==> config.mk <==
export PLATFORM = sky130hd
export DESIGN_NAME = ctrl_pipe
export DESIGN_NICKNAME = d
export VERILOG_FILES = /design/src/rtl/ctrl_pipe_pkg.sv /design/src/rtl/ctrl_pipe_stage.sv /design/src/rtl/ctrl_pipe.sv
export SDC_FILE = /design/constraint.sdc
export NUM_CORES = 1
export LEC_CHECK = 0
export ABC_AREA = 1
export CORE_AREA = 3 3 43 45
export CTS_CLUSTER_SIZE = 28
export DETAILED_ROUTE_END_ITERATION = 10
export DIE_AREA = 0 0 46 48
export PLACE_DENSITY = 0.73
export SLEW_MARGIN = 20
export SYNTH_ARGS = -nofsm -noshare
export SYNTH_HDL_FRONTEND = slang
export SYNTH_SLANG_ARGS = --single-unit
==> constraint.sdc <==
create_clock -name clk -period 1.3 [get_ports clk]
set_clock_uncertainty 0.15 [all_clocks]
set_input_delay 0.26 -clock clk [delete_from_list [all_inputs] [get_ports clk]]
set_output_delay 0.26 -clock clk [all_outputs]
set_load 0.02 [all_outputs]
==> src/rtl/ctrl_pipe_pkg.sv <==
// ctrl_pipe_pkg: shared types and constants for the control pipeline.
//   ctrl_bundle_t : packed decode control bundle (5 bits)
//   CTRL_NOP      : all-zero bundle loaded on bubble/flush/reset
//   DEPTH_MAX     : largest supported pipeline depth
package ctrl_pipe_pkg;

  localparam int unsigned DEPTH_MAX = 8;

  typedef struct packed {
    logic       reg_wen;
    logic       mem_r;
    logic       mem_w;
    logic [1:0] wb_sel;
  } ctrl_bundle_t;

  localparam int unsigned CTRL_W = $bits(ctrl_bundle_t);

  localparam ctrl_bundle_t CTRL_NOP = '0;

endpackage

==> src/rtl/ctrl_pipe_stage.sv <==
// ctrl_pipe_stage: one register slice of the control pipeline.
//   clk, reset_n          : clock, async active-low reset
//   flush                 : clear this stage (wins over hold)
//   hold                  : retain current contents
//   bubble                : upstream is holding or being flushed, load empty
//   prev_valid, prev_ctrl : contents offered by the upstream stage / decode
//   valid, ctrl           : registered stage contents
module ctrl_pipe_stage
  import ctrl_pipe_pkg::*;
#(
  parameter int unsigned WIDTH = CTRL_W
) (
  input  logic             clk,
  input  logic             reset_n,
  input  logic             flush,
  input  logic             hold,
  input  logic             bubble,
  input  logic             prev_valid,
  input  logic [WIDTH-1:0] prev_ctrl,
  output logic             valid,
  output logic [WIDTH-1:0] ctrl
);

  localparam logic [WIDTH-1:0] NOP = WIDTH'(CTRL_NOP);

  logic             valid_d;
  logic [WIDTH-1:0] ctrl_d;
  logic             take;

  // Next-state mux: flush > hold > advance; an empty advance always loads NOP
  always_comb begin
    valid_d = valid;
    ctrl_d  = ctrl;
    take    = prev_valid & ~bubble;
    if (flush) begin
      valid_d = 1'b0;
      ctrl_d  = NOP;
    end else if (!hold) begin
      valid_d = take;
      ctrl_d  = take ? prev_ctrl : NOP;
    end
  end

  // Stage registers
  always_ff @(posedge clk or negedge reset_n) begin
    if (!reset_n) begin
      valid <= 1'b0;
      ctrl  <= NOP;
    end else begin
      valid <= valid_d;
      ctrl  <= ctrl_d;
    end
  end

endmodule

==> src/rtl/ctrl_pipe.sv <==
// ctrl_pipe: DEPTH-stage control-bundle pipeline with per-stage stall/flush.
//   clk, reset_n     : clock, async active-low reset
//   in_ctrl/in_valid : bundle from decode, captured into stage 0
//   stall, flush     : per-stage hold request / kill
//   stage_ctrl/valid : registered contents of every stage
//   stage_hold       : combinational per-stage hold (stall chained upstream)
//   in_ready         : stage 0 will accept this cycle
// Optional macro CTRL_PIPE_DBG_EN adds dbg_halt, dbg_step (inputs) and
// dbg_frozen, dbg_hold_cnt (registered outputs) for debug freeze/step.
module ctrl_pipe
  import ctrl_pipe_pkg::*;
#(
  parameter int unsigned WIDTH = CTRL_W,
  parameter int unsigned DEPTH = 2
) (
  input  logic                        clk,
  input  logic                        reset_n,
  input  logic [WIDTH-1:0]            in_ctrl,
  input  logic                        in_valid,
  input  logic [DEPTH-1:0]            stall,
  input  logic [DEPTH-1:0]            flush,
`ifdef CTRL_PIPE_DBG_EN
  input  logic                        dbg_halt,
  input  logic                        dbg_step,
  output logic                        dbg_frozen,
  output logic [15:0]                 dbg_hold_cnt,
`endif
  output logic [DEPTH-1:0][WIDTH-1:0] stage_ctrl,
  output logic [DEPTH-1:0]            stage_valid,
  output logic [DEPTH-1:0]            stage_hold,
  output logic                        in_ready
);

  if (DEPTH < 1 || DEPTH > DEPTH_MAX) begin : g_bad_depth
    $error("ctrl_pipe: DEPTH out of range");
  end

  logic [DEPTH-1:0] stall_eff;

`ifdef CTRL_PIPE_DBG_EN
  logic step_q;
  logic step_pulse;

  // A rising step edge while halted lets exactly one edge through
  assign step_pulse = dbg_halt & dbg_step & ~step_q;
  assign stall_eff  = stall | {DEPTH{dbg_halt & ~step_pulse}};

  // Debug status: step edge detector, frozen flag, saturating hold counter
  always_ff @(posedge clk or negedge reset_n) begin
    if (!reset_n) begin
      step_q       <= 1'b0;
      dbg_frozen   <= 1'b0;
      dbg_hold_cnt <= 16'h0000;
    end else begin
      step_q     <= dbg_step;
      dbg_frozen <= dbg_halt;
      if (stage_hold[0] && (dbg_hold_cnt != 16'hFFFF)) begin
        dbg_hold_cnt <= dbg_hold_cnt + 16'h0001;
      end
    end
  end
`else
  assign stall_eff = stall;
`endif

  // Stall propagates upstream within the cycle: hold[i] = OR of stall[i..DEPTH-1]
  always_comb begin
    logic hold_acc;
    hold_acc   = 1'b0;
    stage_hold = '0;
    for (int i = DEPTH - 1; i >= 0; i--) begin
      hold_acc      = hold_acc | stall_eff[i];
      stage_hold[i] = hold_acc;
    end
  end

  assign in_ready = ~stage_hold[0];

  for (genvar gi = 0; gi < DEPTH; gi++) begin : g_stage
    if (gi == 0) begin : g_head
      ctrl_pipe_stage #(.WIDTH(WIDTH)) u_stage (
        .clk        (clk),
        .reset_n    (reset_n),
        .flush      (flush[0]),
        .hold       (stage_hold[0]),
        .bubble     (1'b0),
        .prev_valid (in_valid),
        .prev_ctrl  (in_ctrl),
        .valid      (stage_valid[0]),
        .ctrl       (stage_ctrl[0])
      );
    end else begin : g_body
      // Upstream that holds or is flushed this edge hands down a bubble
      ctrl_pipe_stage #(.WIDTH(WIDTH)) u_stage (
        .clk        (clk),
        .reset_n    (reset_n),
        .flush      (flush[gi]),
        .hold       (stage_hold[gi]),
        .bubble     (stage_hold[gi-1] | flush[gi-1]),
        .prev_valid (stage_valid[gi-1]),
        .prev_ctrl  (stage_ctrl[gi-1]),
        .valid      (stage_valid[gi]),
        .ctrl       (stage_ctrl[gi])
      );
    end
  end

endmodule

==> flow_summary.html <==
<table>
<tr><th>Metric</th><th>Value</th></tr>
<tr><th colspan="2">Outcome</th></tr>
<tr><td>Outcome</td><td>finished, final reports clean</td></tr>
<tr><th colspan="2">CTS</th></tr>
<tr><td>Max H-tree Level</td><td>1</td></tr>
<tr><td>Reg clk slew, reported paths</td><td>70 ps</td></tr>
<tr><td>Clock network latency to the later pin of the worst-skew pair</td><td>260 ps</td></tr>
<tr><td>Number of sinks handled by clock tree synthesis</td><td>12</td></tr>
<tr><td>Clock tree root driver cell</td><td>clkbuf_4</td></tr>
<tr><td>Cts hold-fix bufs</td><td>0</td></tr>
<tr><td>Number of post-CTS setup repair buffers</td><td>0</td></tr>
<tr><td>Clock buffer depth</td><td>2</td></tr>
<tr><td>Clock buffers created by TritonCTS</td><td>3</td></tr>
<tr><td>TritonCTS clock tree</td><td>done</td></tr>
<tr><th colspan="2">Floorplan</th></tr>
<tr><td>Width of the die</td><td>46 um</td></tr>
<tr><td>Initial cell density of the core</td><td>37.7%</td></tr>
<tr><td>Die outline area</td><td>2210 um^2</td></tr>
<tr><td>Std-Cell Core Area</td><td>1510 um^2</td></tr>
<tr><td>Row count</td><td>14</td></tr>
<tr><td>Die boundary height</td><td>48 um</td></tr>
<tr><td>Number of I/O pins</td><td>27</td></tr>
<tr><th colspan="2">Global routing</th></tr>
<tr><td>Pin count of the biggest net entering global routing</td><td>13</td></tr>
<tr><td>Initial antenna violation count</td><td>0</td></tr>
<tr><td>Combined global-route utilization of all metal layers</td><td>13.0%</td></tr>
<tr><td>Vias in the first global route</td><td>498</td></tr>
<tr><td>Global-route wire length before repair</td><td>2000 um</td></tr>
<tr><td>Overall overflow remaining after global route</td><td>0</td></tr>
<tr><th colspan="2">Timing</th></tr>
<tr><td>Final setup violation count</td><td>0</td></tr>
<tr><td>Normalized max-slew margin</td><td>77.9%</td></tr>
<tr><td>Number of endpoints with negative hold slack in the final report</td><td>0</td></tr>
<tr><td>Final clock period utilization by the worst path</td><td>97.4%</td></tr>
<tr><td>Fin crit period</td><td>1270 ps</td></tr>
<tr><td>Total Neg Setup Slack</td><td>0 ps</td></tr>
<tr><td>Worst Setup Slack, final</td><td>34.2 ps</td></tr>
<tr><td>Highest attainable clock frequency</td><td>790 MHz</td></tr>
<tr><td>Unrepaired setup endpoints after global routing</td><td>no</td></tr>
<tr><td>Final-report max-slew violation count</td><td>0</td></tr>
<tr><td>Transition time of the tightest slew-check pin</td><td>331 ps</td></tr>
<tr><th colspan="2">Logic synthesis</th></tr>
<tr><td>Cell taking the most area after synthesis</td><td>dfrtp_1</td></tr>
<tr><td>Syn_nets</td><td>74</td></tr>
<tr><td>Dominant synthesized flop cell</td><td>dfrtp_1</td></tr>
<tr><td>Library cell with the highest instance count after synthesis</td><td>nand2_1</td></tr>
<tr><td>Synthesized instance count</td><td>62</td></tr>
<tr><td>Post-synthesis area per instance</td><td>9.16 um^2</td></tr>
<tr><td>Area share of the leading cell type in the synthesized netlist</td><td>52.9%</td></tr>
<tr><td>EDFF count, synth</td><td>0</td></tr>
<tr><td>Commonest cells in the netlist</td><td>19 x nand2_1, 12 x dfrtp_1, 7 x nand3_1</td></tr>
<tr><td>Proportion of synthesized chip area in sequential cells</td><td>52.9%</td></tr>
<tr><td>Number of warning messages in the yosys log</td><td>0</td></tr>
<tr><td>Post-synthesis sequential element count</td><td>12</td></tr>
<tr><td>Combined area of all synthesized cells</td><td>568 um^2</td></tr>
<tr><td>Top cells by area in the synthesized netlist</td><td>dfrtp_1 53%, nand2_1 13%, o21ai_2 7.7%</td></tr>
<tr><td>Unique cell type count in the Yosys netlist</td><td>12</td></tr>
<tr><td>Post-synth ARST share</td><td>100%</td></tr>
<tr><th colspan="2">Cells and area</th></tr>
<tr><td>Area growth syn-to-layout</td><td>54.0%</td></tr>
<tr><td>Total Nets Final</td><td>115</td></tr>
<tr><td>Antenna diodes</td><td>0</td></tr>
<tr><td>Share of post-route cells with drive strength above 1</td><td>39.6%</td></tr>
<tr><td>Fin area</td><td>875 um^2</td></tr>
<tr><td>Finished Layout Cells</td><td>117</td></tr>
<tr><th colspan="2">Setup path</th></tr>
<tr><td>Worst Path Arrival</td><td>860 ps</td></tr>
<tr><td>Count of cell instances traversed by the critical path</td><td>2</td></tr>
<tr><td>Maximum net fanout on the critical path</td><td>3</td></tr>
<tr><td>Category of the worst setup path launch point</td><td>primary input</td></tr>
<tr><td>Kind of end point of the critical path</td><td>primary output</td></tr>
<tr><td>Critical register-to-register path endpoint</td><td>g_stage[1].g_body.u_stage.ctrl[0]</td></tr>
<tr><td>CP max stage cell</td><td>clkdlybuf4s15_1</td></tr>
<tr><td>CP max stage delay</td><td>320 ps</td></tr>
<tr><td>Worst setup path startpoint</td><td>stall[1]</td></tr>
<tr><td>Class of the most critical setup path</td><td>primary input to primary output</td></tr>
<tr><td>Kind of cell adding the most delay to the critical path</td><td>buffers and inverters</td></tr>
<tr><td>Endpoint of the most critical setup path</td><td>stage_hold[1]</td></tr>
<tr><td>Cells along the critical path</td><td>dlygate4sd2_1 &gt; clkdlybuf4s15_1</td></tr>
<tr><td>Critical register-to-register path startpoint</td><td>g_stage[0].g_head.u_stage.valid</td></tr>
<tr><td>Req. time, crit path</td><td>890 ps</td></tr>
<tr><td>Flop-to-flop setup slack</td><td>120 ps</td></tr>
<tr><td>Depth of the worst register-to-register path</td><td>5</td></tr>
<tr><td>Number of buffer and inverter instances along the worst setup path</td><td>2</td></tr>
<tr><th colspan="2">Run</th></tr>
<tr><td>Number of violations of the max-capacitance limit</td><td>0</td></tr>
<tr><th colspan="2">Power and ir drop</th></tr>
<tr><td>Switching portion of total power</td><td>25.8%</td></tr>
<tr><td>Overall power of the completed layout</td><td>764 uW</td></tr>
<tr><td>Static leakage</td><td>0.000493 uW</td></tr>
<tr><td>Part of the power in registers</td><td>51.0%</td></tr>
<tr><td>Areal power density over the cells</td><td>874 nW/um^2</td></tr>
<tr><td>Power dissipated by switching net loads</td><td>197 uW</td></tr>
<tr><td>Clock network fraction of total power</td><td>28.6%</td></tr>
<tr><td>Maximum vdd ir drop</td><td>452 uV</td></tr>
<tr><td>Part of the power in combinational logic</td><td>20.4%</td></tr>
<tr><td>Internal power</td><td>567 uW</td></tr>
<tr><th colspan="2">Detailed routing</th></tr>
<tr><td>Antenna violation net count after detailed routing</td><td>0</td></tr>
<tr><td>Average wire per standard cell</td><td>11.4 um</td></tr>
<tr><td>Number of design rule violations left after detail routing</td><td>0</td></tr>
<tr><td>Final WL</td><td>1340 um</td></tr>
<tr><td>Vias/cell</td><td>4.67</td></tr>
<tr><td>DR iter-0 viols</td><td>5</td></tr>
<tr><td>Detailed-router iteration count before antenna repair</td><td>4</td></tr>
<tr><td>Vias after detailed routing</td><td>546</td></tr>
<tr><th colspan="2">Place</th></tr>
<tr><td>Cell Area, Placed</td><td>922 um^2</td></tr>
<tr><td>IO Port Bufs</td><td>26</td></tr>
<tr><td>Instance count after placement with tap cells included</td><td>114</td></tr>
<tr><td>Routability congestion estimate</td><td>0.703</td></tr>
<tr><td>Worst slack at placement</td><td>-644 ps</td></tr>
<tr><th colspan="2">Hold path</th></tr>
<tr><td>Type of the tightest min-delay check</td><td>primary input to async pin</td></tr>
</table>
-- kinds of logic (layout without fill, tap and decap cells) --
family | count (synthesis) | in the layout | share of synthesized area [%]
DFF | 12 | 12 | 52.9
and+or+nand+nor | 35 | 35 | 28.6
buffers and inverters | 10 | 49 | 10.8
AOI/OAI and AO/OA | 5 | 5 | 7.71
-- final cells by class --
class / instances / area (um^2)
Inverter: 4 / 15.0
Sequential cell: 12 / 300
Fill cell: 160 / 632
Timing Repair Buffer: 42 / 310
Clock buffer: 3 / 22.5
Tap cell: 16 / 20.0
Multi-Input combinational cell: 40 / 206
-- power groups by stage --
stage | clock network, uW | logic (uW) | registers (uW)
after global routing | 248 | 167 | 391
after global placement | 0 | 169 | 396
after floorplan | 0 | 57.2 | 410
final | 219 | 156 | 390
after detailed placement | 0 | 173 | 397
after CTS | 228 | 158 | 389
-- how the worst min path moves through the flow --
stage                                 startpoint                                end
3_3_place_gp   g_stage[1].g_body.u_stage.ctrl[3]  g_stage[1].g_body.u_stage.ctrl[3]
5_1_grt                                  reset_n  g_stage[1].g_body.u_stage.ctrl[2]
6_report                                 reset_n  g_stage[1].g_body.u_stage.ctrl[3]
2_1_floorplan                            reset_n  g_stage[0].g_head.u_stage.ctrl[0]
3_5_place_dp   g_stage[1].g_body.u_stage.ctrl[0]  g_stage[1].g_body.u_stage.ctrl[0]
4_1_cts                                  reset_n  g_stage[1].g_body.u_stage.ctrl[3]
-- cells in the final DEF (no fill, tap or decap), drive strengths merged --
cell type and instances:
buf 30, clkbuf 3, clkdlybuf4s15 1, clkdlybuf4s50 9, dfrtp 12, dlygate4sd2 2, inv 4, nand2 19
nand3 7, nand4 5, nor2 4, o21ai 5
-- layer usage --
metal  wire (um)  part of all wire (%)  GRT usage [%]
met5           0                     0              0
met2         688                    51           22.3
met1         523                    39           14.3
met4           0                     0           6.82
met3         126                   9.4           4.14
-- metrics by stage --
stage / hold slack, ps / utilization, %
final: 147 / 58.1
after global routing: 146 / 58.1
after CTS: 145 / 58.1
after detailed placement: 319 / 61.2
after global placement: 315 / 61.2
after floorplan: -186 / -
-- sequential cells by signal, indices dropped and copies added (netlist names) --
register	flops
g_stage.g_body.u_stage.ctrl	5
g_stage.g_head.u_stage.valid	1
g_stage.g_head.u_stage.ctrl	5
g_stage.g_body.u_stage.valid	1
-- repair_timing --
action                                  in CTS  in global routing
endpoints found under the setup margin      21                  0
endpoints found under the hold margin        0                  0
gates resized for setup                     61                  0
Power figures use the tool's default switching activity.
